`src/rtl/fp_add_pipe.sv`:
```
// rtl/fp_add_pipe.sv - three-stage pipelined IEEE-754 adder/subtractor with valid/ready flow control
// S1 unpacks and aligns, S2 adds and normalises, S3 rounds and packs into the output registers.
module fp_add_pipe #(
  parameter int EXP_W = 8,
  parameter int MAN_W = 23,
  parameter int TAG_W = 4
) (
  input  logic                 clk,
  input  logic                 rst,
  input  logic                 in_valid,
  output logic                 in_ready,
  input  logic [EXP_W+MAN_W:0] IN1,
  input  logic [EXP_W+MAN_W:0] IN2,
  input  logic                 SUB,
  input  logic [2:0]           ROUND_TYPE,
  input  logic [TAG_W-1:0]     in_tag,
  output logic                 out_valid,
  input  logic                 out_ready,
  output logic [EXP_W+MAN_W:0] OUT,
  output logic [4:0]           FLAGS,
  output logic [TAG_W-1:0]     out_tag
);
  localparam int FP_W = 1 + EXP_W + MAN_W;
  localparam int F_W  = MAN_W + 4;
  localparam logic [EXP_W-1:0] E_ONE  = {{(EXP_W-1){1'b0}}, 1'b1};
  localparam logic [EXP_W-1:0] E_MAX  = {EXP_W{1'b1}};
  localparam logic [EXP_W:0]   E1_ONE = {{EXP_W{1'b0}}, 1'b1};
  localparam logic [FP_W-1:0]  QNAN   = {1'b0, E_MAX, 1'b1, {(MAN_W-1){1'b0}}};

  function automatic int lzc(input logic [F_W-1:0] x);
    int n;
    n = F_W;
    for (int i = 0; i < F_W; i++) begin
      if (x[i]) n = F_W - 1 - i;
    end
    return n;
  endfunction

  logic v1, v2, v3, en1, en2, en3;

  assign en3       = !v3 || out_ready;
  assign en2       = !v2 || en3;
  assign en1       = !v1 || en2;
  assign in_ready  = en1;
  assign out_valid = v3;

  logic             sa, sb;
  logic [EXP_W-1:0] ea, eb;
  logic [MAN_W-1:0] ma, mb;

  assign sa = IN1[FP_W-1];
  assign ea = IN1[FP_W-2:MAN_W];
  assign ma = IN1[MAN_W-1:0];
  assign sb = IN2[FP_W-1] ^ SUB;
  assign eb = IN2[FP_W-2:MAN_W];
  assign mb = IN2[MAN_W-1:0];

  logic             a_nan, b_nan, a_inf, b_inf, a_snan, b_snan, swap;
  logic             big_s, sml_s, spec, spec_nv;
  logic [EXP_W-1:0] xa, xb, big_e, sml_e, diff;
  logic [MAN_W:0]   ga, gb, big_g, sml_g;
  logic [2*F_W-1:0] wide;
  logic [F_W-1:0]   sml_f;
  logic [FP_W-1:0]  spec_val;
  logic [2:0]       rm_in;
  int unsigned      diff_i;

  always_comb begin
    a_nan  = (ea == E_MAX) && (ma != '0);
    b_nan  = (eb == E_MAX) && (mb != '0);
    a_inf  = (ea == E_MAX) && (ma == '0);
    b_inf  = (eb == E_MAX) && (mb == '0);
    a_snan = a_nan && !ma[MAN_W-1];
    b_snan = b_nan && !mb[MAN_W-1];
    // Raw exponent:mantissa ordering equals magnitude ordering.
    swap   = {eb, mb} > {ea, ma};
    xa     = (ea == '0) ? E_ONE : ea;
    xb     = (eb == '0) ? E_ONE : eb;
    ga     = {ea != '0, ma};
    gb     = {eb != '0, mb};
    big_s  = swap ? sb : sa;
    sml_s  = swap ? sa : sb;
    big_e  = swap ? xb : xa;
    sml_e  = swap ? xa : xb;
    big_g  = swap ? gb : ga;
    sml_g  = swap ? ga : gb;
    diff   = big_e - sml_e;
    diff_i = 32'(diff);
    wide   = {sml_g, 3'b000, {F_W{1'b0}}} >> diff;
    if (diff_i >= MAN_W + 3)
      sml_f = {{(F_W-1){1'b0}}, |sml_g};
    else
      sml_f = {wide[2*F_W-1:F_W+1], wide[F_W] | (|wide[F_W-1:0])};

    spec     = a_nan || b_nan || a_inf || b_inf;
    spec_nv  = a_snan || b_snan || (!a_nan && !b_nan && a_inf && b_inf && (sa != sb));
    spec_val = QNAN;
    if (!a_nan && !b_nan && !(a_inf && b_inf && (sa != sb))) begin
      if (a_inf)      spec_val = {sa, E_MAX, {MAN_W{1'b0}}};
      else if (b_inf) spec_val = {sb, E_MAX, {MAN_W{1'b0}}};
    end
    rm_in = (ROUND_TYPE > 3'd4) ? 3'd0 : ROUND_TYPE;
  end

  logic             s1_sign, s1_esub, s1_spec, s1_nv;
  logic [EXP_W-1:0] s1_exp;
  logic [F_W-1:0]   s1_big, s1_sml;
  logic [FP_W-1:0]  s1_spec_val;
  logic [2:0]       s1_rm;
  logic [TAG_W-1:0] s1_tag;

  logic [F_W:0]     sum;
  logic [F_W-1:0]   n_man;
  logic [EXP_W:0]   n_exp;
  logic             n_sign;
  int               lz, lim, shl;

  always_comb begin
    sum = s1_esub ? ({1'b0, s1_big} - {1'b0, s1_sml}) : ({1'b0, s1_big} + {1'b0, s1_sml});
    lz  = lzc(sum[F_W-1:0]);
    // Normalisation stops at exponent 1 so deep cancellation lands in the subnormal range.
    lim = int'(s1_exp) - 1;
    shl = (lz < lim) ? lz : lim;
    if (sum[F_W]) begin
      n_man = {sum[F_W:2], sum[1] | sum[0]};
      n_exp = {1'b0, s1_exp} + E1_ONE;
    end else begin
      n_man = sum[F_W-1:0] << shl;
      n_exp = {1'b0, s1_exp} - (EXP_W+1)'(shl);
    end
    n_sign = (s1_esub && (sum == '0)) ? (s1_rm == 3'd2) : s1_sign;
  end

  logic             s2_sign, s2_spec, s2_nv;
  logic [EXP_W:0]   s2_exp;
  logic [F_W-1:0]   s2_man;
  logic [FP_W-1:0]  s2_spec_val;
  logic [2:0]       s2_rm;
  logic [TAG_W-1:0] s2_tag;

  logic             lsb, g, r, st, inexact, inc, ovf, to_inf;
  logic [MAN_W+1:0] rnd;
  logic [EXP_W:0]   e_full;
  logic [MAN_W-1:0] mant;
  logic [FP_W-1:0]  res;
  logic [4:0]       flg;

  always_comb begin
    lsb     = s2_man[3];
    g       = s2_man[2];
    r       = s2_man[1];
    st      = s2_man[0];
    inexact = g || r || st;
    case (s2_rm)
      3'd1:    inc = 1'b0;
      3'd2:    inc = inexact && s2_sign;
      3'd3:    inc = inexact && !s2_sign;
      3'd4:    inc = g;
      default: inc = g && (r || st || lsb);
    endcase
    rnd = {1'b0, s2_man[F_W-1:3]} + {{(MAN_W+1){1'b0}}, inc};
    if (rnd[MAN_W+1]) begin
      e_full = s2_exp + E1_ONE;
      mant   = rnd[MAN_W:1];
    end else if (rnd[MAN_W]) begin
      e_full = s2_exp;
      mant   = rnd[MAN_W-1:0];
    end else begin
      e_full = '0;
      mant   = rnd[MAN_W-1:0];
    end
    ovf    = e_full >= {1'b0, E_MAX};
    to_inf = (s2_rm == 3'd0) || (s2_rm == 3'd4) || ((s2_rm == 3'd3) && !s2_sign) ||
             ((s2_rm == 3'd2) && s2_sign);
    if (ovf) begin
      res = to_inf ? {s2_sign, E_MAX, {MAN_W{1'b0}}}
                   : {s2_sign, E_MAX - E_ONE, {MAN_W{1'b1}}};
      flg = 5'b00101;
    end else begin
      res = {s2_sign, e_full[EXP_W-1:0], mant};
      flg = {3'b000, (e_full == '0) && inexact, inexact};
    end
    if (s2_spec) begin
      res = s2_spec_val;
      flg = {s2_nv, 4'b0000};
    end
  end

  always_ff @(posedge clk) begin
    if (en1) begin
      s1_sign     <= big_s;
      s1_esub     <= big_s ^ sml_s;
      s1_exp      <= big_e;
      s1_big      <= {big_g, 3'b000};
      s1_sml      <= sml_f;
      s1_spec     <= spec;
      s1_spec_val <= spec_val;
      s1_nv       <= spec_nv;
      s1_rm       <= rm_in;
      s1_tag      <= in_tag;
    end
    if (en2) begin
      s2_sign     <= n_sign;
      s2_exp      <= n_exp;
      s2_man      <= n_man;
      s2_spec     <= s1_spec;
      s2_spec_val <= s1_spec_val;
      s2_nv       <= s1_nv;
      s2_rm       <= s1_rm;
      s2_tag      <= s1_tag;
    end
  end

  always_ff @(posedge clk) begin
    if (rst) begin
      v1      <= 1'b0;
      v2      <= 1'b0;
      v3      <= 1'b0;
      OUT     <= '0;
      FLAGS   <= '0;
      out_tag <= '0;
    end else begin
      if (en1) v1 <= in_valid;
      if (en2) v2 <= v1;
      if (en3) begin
        v3 <= v2;
        if (v2) begin
          OUT     <= res;
          FLAGS   <= flg;
          out_tag <= s2_tag;
        end
      end
    end
  end
endmodule

```
`config.mk`:
```
export PLATFORM = sky130hd
export DESIGN_NAME = fp_add_pipe
export DESIGN_NICKNAME = d
export VERILOG_FILES = /design/src/rtl/fp_add_pipe.sv
export SDC_FILE = /design/constraint.sdc
export NUM_CORES = 1
export LEC_CHECK = 0
export CORE_MARGIN = 1.5
export CORE_UTILIZATION = 35
export DETAILED_ROUTE_END_ITERATION = 16
export HOLD_SLACK_MARGIN = 0.05
export PLACE_DENSITY = 0.56
export SETUP_SLACK_MARGIN = 0.15
export SLEW_MARGIN = 40
export SYNTH_ARGS = -nofsm -noshare
export SYNTH_HDL_FRONTEND = slang
export SYNTH_SLANG_ARGS = --single-unit
```
`constraint.sdc`:
```
create_clock -name clk -period 18.2 [get_ports clk]
set_input_delay 2.73 -clock clk [delete_from_list [all_inputs] [get_ports clk]]
set_output_delay 2.73 -clock clk [all_outputs]
set_load 0.02 [all_outputs]
```
Word-level counts from Yosys, hierarchy flattened. Cells that the tools add are included.

Add/subtract/negate cells: 8. Magnitude comparators: 5. Equality and inequality tests: 8. Shift-type cells: 2. Mux-type cells: 52. Bitwise gates (word level): 5. Reduce and logical (&&, ||, !) cells: 59.

Operators with widths (number): $mux 32 (30); $mux 24 (3); $shr 54x8->54 (1); $logic_not 23->1 (2); $reduce_bool 23->1 (2); $lt 32x9->1 (1); $mux 8 (4); $shl 27x32->27 (1); $gt 31x31->1 (1); $mux 31 (1); $add 27x27->28 (1); $logic_not 28->1 (1); $mux 28 (1); $sub 27x27->28 (1); $mux 9 (3); $reduce_or 27->1 (1); $mux 26 (1); $add 24x1->25 (1); $reduce_or 24->1 (1); $mux 23 (1); $logic_and 1x1->1 (20); $eq 8x8->1 const B (2); $logic_not 8->1 (2); $reduce_bool 8->1 (2); other kinds (25) (55).

Flip-flop bits (word level): 224. Input port bits: 76. Output and inout port bits: 43. Logic and storage cells: 166.

Depth between registers and ports, before layout. Gate-level depths: netlist of run 1.

Depth in word-level cells: 33. Gate-level depth with buffers: 39. Depth with buffers taken out: 37.

Least setup slack after synthesis of run 1. OpenSTA, ideal clock, no wires.

Kind: input-to-reg. From: in IN1[25]. To: reg s1_sml[0] (data pin). Setup time: 282 ps. Data arrival time: 8896 ps. Data required time: 17918 ps. Path slack: 9022 ps. Cell stages on the path: 24. Buffers on the path: 6. Path through: inv_1 ha_1 o21ai_0 o21a_1 o31ai_1 a211o_1 nor3_1 nor3_1 clkbuf_1 buf_1 clkbuf_1 buf_1 mux2i_1 ha_1 clkbuf_1 buf_1 mux4_2 a222oi_1 nand4_1 o31ai_1 a22oi_1 nor3_1 a21boi_0 o21ai_0.

Longest elaborated chain between the ends: 8. Elaborated cells on any way between the ends: 14. Classes of those cells: 1 x add/sub; 2 x order compare; 1 x shift; 5 x mux; 1 x bitwise; 4 x reduce/logical.

Ends and longest elaborated chain: from (decl) (RTL line 12) `input logic [EXP_W+MAN_W:0] IN1,`; parallel branches: the longest is 7 deep, another holds $gt 31x31->1; $mux 1 (*) (RTL line 90) `if (diff_i >= MAN_W + 3)`; net sml_f[0] (RTL line 63) `logic [F_W-1:0] sml_f;`; to (signal assigned) (RTL line 195) `s1_sml <= sml_f;`; to (decl) (RTL line 107) `logic [F_W-1:0] s1_big, s1_sml;`.

Mark *: on every way through the listed nets, which the timed path passes. A chain may end at the register's enable or synchronous reset.

Worst setup path in the final report of run 1.
From: in IN1[24]. To: reg s1_sml[0] (data pin).

Longest elaborated chain between the ends: 8. Elaborated cells on any way between the ends: 14. Classes of those cells: 1 x add/sub; 2 x order compare; 1 x shift; 5 x mux; 1 x bitwise; 4 x reduce/logical.

Ends and longest elaborated chain: parallel branches: the longest is 2 deep, another holds $gt 31x31->1; $mux 8 (*) (RTL line 83) `big_e = swap ? xb : xa;`; net big_e[3] (RTL line 60) `logic [EXP_W-1:0] xa, xb, big_e, sml_e, diff;`; $sub 8x8->8 (*) (RTL line 87) `diff = big_e - sml_e;`; $shr 54x8->54 (RTL line 89) `wide = {sml_g, 3'b000, {F_W{1'b0}}} >> diff;`; $reduce_or 27->1 (RTL line 93) `sml_f = {wide[2*F_W-1:F_W+1], wide[F_W] | (|wide[F_W-1:0])};`; $or 1x1->1 (RTL line 93); $mux 1 (*) (RTL line 90); net sml_f[0] (RTL line 63).

Marks and branches as above.

==> metrics.txt, run 1 <==
total of max-cap violations=0; vias in the first global route=14140; YS warnings=0; Synth Cell Area=15510 µm²; GR Overflow Total=0; Storage cell area=about 4500 µm²; Crit Path Category=input pin to register; gpl congestion=0.9178; final-report hold violation count=0; clk_skew=0.01340 ns; P_int=~1200 µW; Max transition margin=44.25%; Remaining DRCs=0; die area=around 46000 µm²; via count=14760; clk sinks=163; global-route wire length before repair=a little over 80000 µm; post-synthesis cell count=1861; Clock transition at path regs=0.07 ns; routed wire length per instance=20.26 µm; routed wire length=50970 µm; IO Port Bufs=117; CTS tree=done; net switching power=1123 µW; Avg Cell Area, Syn=8.335 µm²; combinational power share=about three fifths; clock insertion delay at the later pin of the skew report=0.47 ns; Setup violations, final=0; FP Rows=76; minimum clock period=about 9 ns; hold_ws=0.4236 ns; Post-layout nets=2103; Flop pwr share=24.1%; count leader, synth=nand2_1; GR met2 Demand/Resource=34.70%; post-synthesis net count=2046; Max Fclk=108.0 MHz; antenna cells=0; VDD IR max=about 0.064 mV; sequential-to-total area share from yosys stat=roughly 29%; GR peak layer=met2; initial core utilization=35.77%; post-DR vias/cell=5.866; first drt pass iteration count=6; Die Span Y=213.5 µm; area grow syn2layout=15.10%; measured slew at the worst slew-check pin=roughly 0.84 ns; Arr. time, crit path=between 9 and 10 ns; gr usage total=22.70%; Async S/R FF share, synth=0%; routing usage on met1=33.06%; DIE WIDTH=about 210 µm; worst min path class=register to register; initial drt markers=1127; Clock power frac=15.7%; DP HPWL=40610 µm; fin crit share=50.89%; met3 GRT Util=under 10%; Multi-input gate area=10240 µm²; distinct cell type count of the synthesized netlist=100; Synth area leader=edfxtp_1; setup bufs post-CTS=0; Post-synth EDFFs=120; final core occ=41.17%; filler instances=4434; Max FO, Critical Path=103; RSZ-0062 raised after global routing=false; Startpoint Class=input pin; Core ar.=~43000 µm²; most frequent cells after synthesis=nand2_1 (173), nor2_1 (166), a21oi_1 (137), o21ai_0 (123), edfxtp_1 (120); Setup crit end kind=register; Clk Tree Root Cell=clkbuf_16; layout cells sized above 1=7.198%; register bit total from synthesis=163; maximum root-to-sink buffer count=2; Switching Fraction=47.67%; Sum Neg Setup Slack=0 ns; number of top-level pins=119; Final ANT Viol Nets=0; Static Leak=between 0.006 and 0.007 µW; critical path required time=18.40 ns; H-tree depth=4; cts-stage hold buffer count=0; PwrDens=about 130 nW/µm²; post_cts resized=0; top-area cell type share of the netlist area=between 20% and 30%; status=finished, final reports clean; max-slew violation count=0; Top FF cell, synth=edfxtp_1; largest net degree at the start of global routing=104; initial antenna violation count=1; leading cell types by total area after synthesis=edfxtp_1 (23%), ha_1 (8.6%), dfxtp_1 (5.5%), a21oi_1 (4.4%), nand2_1 (4.2%); cts bufs inserted=17
[area by class of cell]
| type | instances | area share [%] |
|---|---|---|
| multi-input combinational | 1480 | 57.36 |
| sequential | 163 | 25.01 |
| timing repair buffer | 144 | 7.779 |
| tap | 585 | 4.100 |
| clock buffer | 17 | 2.383 |
| inverter | 112 | 2.355 |
| clock inverter | 15 | 1.016 |
[registers in the layout, summed over array words and instances, names as in the netlist, 2 cells and up]
signal / cells
s1_tag: 4
s1_big: 24
s1_spec_val: 2
s2_man: 27
s2_exp: 9
s1_sml: 27
s1_exp: 8
out_tag: 4
OUT: 32
s2_rm: 3
s2_spec_val: 2
s2_tag: 4
s1_rm: 3
FLAGS: 4
[power by group through the flow]
stage                     Clock [µW]  Combinational (µW)  Sequential [µW]
after CTS                        378                1390              567
final                            370                1420              567
after detailed placement           0                1380              576
after floorplan                    0                1000              560
after global placement             0                1380              573
after global routing             391                1550              579
[layout by cell type (no fill, tap or decap), types with 39 or more instances in the layout]
master	synthesis	final
nor2_1	166	166
dfxtp_1	43	43
nand3_1	54	54
clkdlybuf4s50_1	0	117
ha_1	106	106
o21ai_0	123	123
mux2i_1	54	54
nor3_1	54	50
edfxtp_1	120	120
inv_1	109	108
nand2_1	173	172
xnor2_1	41	39
a21oi_1	137	137
[per-layer routing]
layer	part of all wire (%)	vias to the layer above
met5	0	-
met4	2.6	0
met3	4.9	69
met2	44	498
met1	49	7077
li1	-	7115
[worst paths after layout]
check                            start             endpoint  slack, ns  depth (start not counted)
setup / recovery               IN1[24]  s1_sml[0]$_DFFE_PP_       8.94                         26
hold / removal     s1_tag[1]$_DFFE_PP_  s2_tag[1]$_DFFE_PP_       0.42                          0
setup reg to reg  s1_big[18]$_DFFE_PP_  s2_exp[8]$_DFFE_PP_       9.03                         34
hold reg to reg    s1_tag[1]$_DFFE_PP_  s2_tag[1]$_DFFE_PP_       0.42                          0
[critical path, stage by stage]
cell	delay, ns
clkdlybuf4s50_1	0.54
inv_1	0.08
ha_1	0.30
a211oi_1	0.07
o21a_1	0.18
o31ai_1	0.55
a211o_1	0.18
nor3_1	0.05
nor3_2	0.21
buf_6	0.55
o21ai_0	0.24
ha_1	0.46
and2_1	0.21
o21ai_0	0.22
a31oi_1	0.17
xnor2_2	0.29
and2_1	0.43
nand2_1	0.17
nor2_1	0.06
a221oi_1	0.48
a21oi_1	0.25
a22o_1	0.29
nor4_1	0.25
nand3_1	0.14
a21boi_0	0.18
o21ai_0	0.09
[per-stage QoR]
| step | std cells | cell area (µm²) | power (µW) | setup slack, ns |
|---|---|---|---|---|
| 2_1_floorplan | 1861 | 15510 | 1561 | 9.022 |
| 3_3_place_gp | 2483 | 17190 | 1949 | 8.316 |
| 3_5_place_dp | 2483 | 17230 | 1959 | 8.530 |
| 4_1_cts | 2515 | 17830 | 2335 | 9.018 |
| 5_1_grt | 2516 | 17850 | 2518 | 8.466 |
| 6_report | 2516 | 17850 | 2356 | 8.938 |
[cells by family (layout without fill, tap and decap cells)]
logic type      after synthesis  after routing  synth area share, %
other cells                   1              1              0.02418
compound gates              569            569                24.63
mux                          95             95                8.204
buf+inv                     218            288                5.719
simple gates                640            640                19.93
fa+ha+maj                   109            109                8.938
xor+xnor                     66             66                3.775
flops                       163            163                28.78
Power figures use the tool's default switching activity.
==> run 2: changes to the inputs <==
- clock period: 18.2 -> 8.57 ns (I/O delays scaled with it)
==> run 2 against run 1 <==
Effect of this change: hold slack better by 0.0011 ns; die area unchanged; sequential power grew 110%; design area increased by 0.55%; total power rose by 110%; critical path depth increased by 2; via count up 0.84%; critical endpoint unchanged; highest routed layer unchanged.
==> metrics.txt, run 2 (same netlist as run 1, synthesis figures left out) <==
status=finished, final reports clean; initial antenna violation count=0; Max Fclk=~130 MHz; H-tree depth=4; RSZ-0062 raised after global routing=false; cts-stage hold buffer count=0; largest net degree at the start of global routing=80; minimum clock period=a little under 8 ns; Setup crit end kind=register; Arr. time, crit path=7.94 ns; post_cts resized=0; IO Port Bufs=117; filler instances=4381; combinational power share=roughly three fifths; final-report hold violation count=0; Max transition margin=43.55%; gr usage total=22.80%; die area=45590 µm²; critical path required time=8.75 ns; commonest non-fill, non-tap cells in the layout=nand2_1 (172), nor2_1 (166), a21oi_1 (137); via count=14880; Final ANT Viol Nets=0; DIE WIDTH=213.5 µm; largest registers=OUT: 32 flops, s1_sml: 27 flops, s2_man: 27 flops; number of top-level pins=119; Die Span Y=213.5 µm; max-slew violation count=0; worst min path class=register to register; FP Rows=76; Startpoint Class=input pin; Clk Tree Root Cell=clkbuf_16; hold_ws=0.4248 ns; Crit Path Category=input pin to register; fin crit share=90.52%; Max FO, Critical Path=25; routed wire length per instance=20.24 µm; total of max-cap violations=0; layout cells sized above 1=just under 8%; vias in the first global route=14330; Core ar.=43360 µm²; final non-filler cell total=2535; area grow syn2layout=15.74%; Clock power frac=15.1%; Static Leak=0.006793 µW; Remaining DRCs=0; Storage cell area=4464 µm²; R2R cell count=33; P_int=2663 µW; GR Overflow Total=0; initial core utilization=35.77%; setup bufs post-CTS=0; post-DR vias/cell=5.871; maximum root-to-sink buffer count=2; Flop pwr share=24.0%; cts bufs inserted=17; Setup violations, final=0; routed wire length=around 50000 µm; clk sinks=163; Multi-input gate area=between 10000 and 15000 µm²; CTS tree=done; initial drt markers=1456; Switching Fraction=a little under half; Design Power=5029 µW; Sum Neg Setup Slack=0 ns; most common cell after layout, fill and taps aside=nand2_1; final worst setup slack=0.8120 ns; pre-CTS WS=0.3261 ns; gpl congestion=0.9653; Clock transition at path regs=0.06 ns; clk_skew=0.01065 ns; first drt pass iteration count=6; number of flip-flops in the largest register=32; measured slew at the worst slew-check pin=0.8379 ns; PwrDens=280.1 nW/µm²; Most flops, register=OUT; Hold Path Depth=0; global-route wire length before repair=around 81000 µm; placed insts=2502; VDD IR max=0.1812 mV; net switching power=2366 µW; clock insertion delay at the later pin of the skew report=0.44 ns; Post-layout nets=2121; R2R setup slack=slightly above 1 ns; DP HPWL=a little over 40000 µm
[run 2: per-stage QoR]
step	cell area, µm²	utilization [%]
floorplan	15510	-
global placement	17340	39.98
detailed placement	17360	40.02
finish	17950	41.40
global route	17950	41.40
CTS	17940	41.37
[run 2: area by class of cell]
class / count / area share (%)
Clock buffer: 19 / 2.411
Tap cell: 585 / 4.077
Inverter: 112 / 2.342
Antenna cell: 1 / 0.01394
Timing Repair Buffer: 162 / 8.426
Sequential cell: 163 / 24.87
Multi-Input combinational cell: 1480 / 57.03
Clock inverter: 13 / 0.8364
[run 2: worst paths after layout]
check,to,from
setup reg to reg,s2_exp[8]$_DFFE_PP_,s1_big[12]$_DFFE_PP_
hold reg to reg,s2_nv$_DFFE_PP_,s1_nv$_DFFE_PP_
hold / removal,s2_nv$_DFFE_PP_,s1_nv$_DFFE_PP_
setup / recovery,s1_sml[0]$_DFFE_PP_,IN1[22]
[run 2: power groups by stage]
| stage | Clock [µW] | Sequential [µW] | Combinational, µW |
|---|---|---|---|
| floorplan | 0 | 1190 | 2130 |
| global placement | 0 | 1210 | 3000 |
| detailed placement | 0 | 1220 | 2990 |
| CTS | 780 | 1200 | 3000 |
| global route | 812 | 1230 | 3340 |
| finish | 760 | 1200 | 3060 |
[run 2: layer usage]
layer	share of wire [%]	up-vias	GRT usage (%)
li1	-	7145	-
met1	46	7096	31.73
met4	2.9	0	7.722
met5	0	-	0
met3	5.0	89	2.592
met2	46	553	36.70
[run 2: worst max-delay path: stages]
cell             delay (ns)
clkdlybuf4s50_1        0.58
inv_1                  0.09
ha_1                   0.34
a21oi_1                0.15
o21a_1                 0.15
o21ai_0                0.26
a211o_1                0.37
nor3_1                 0.20
nor3_2                 0.08
buf_4                  0.22
o21ai_0                0.48
ha_1                   0.32
nor2b_1                0.14
o2111ai_1              0.25
a31oi_1                0.16
xnor2_1                0.29
buf_4                  0.25
nor2b_1                0.13
buf_4                  0.22
and2_1                 0.24
a222oi_1               0.62
nor2_1                 0.12
a21o_1                 0.18
a31oi_1                0.14
and4_1                 0.23
nand3_1                0.12
a21boi_0               0.21
o21ai_0                0.11
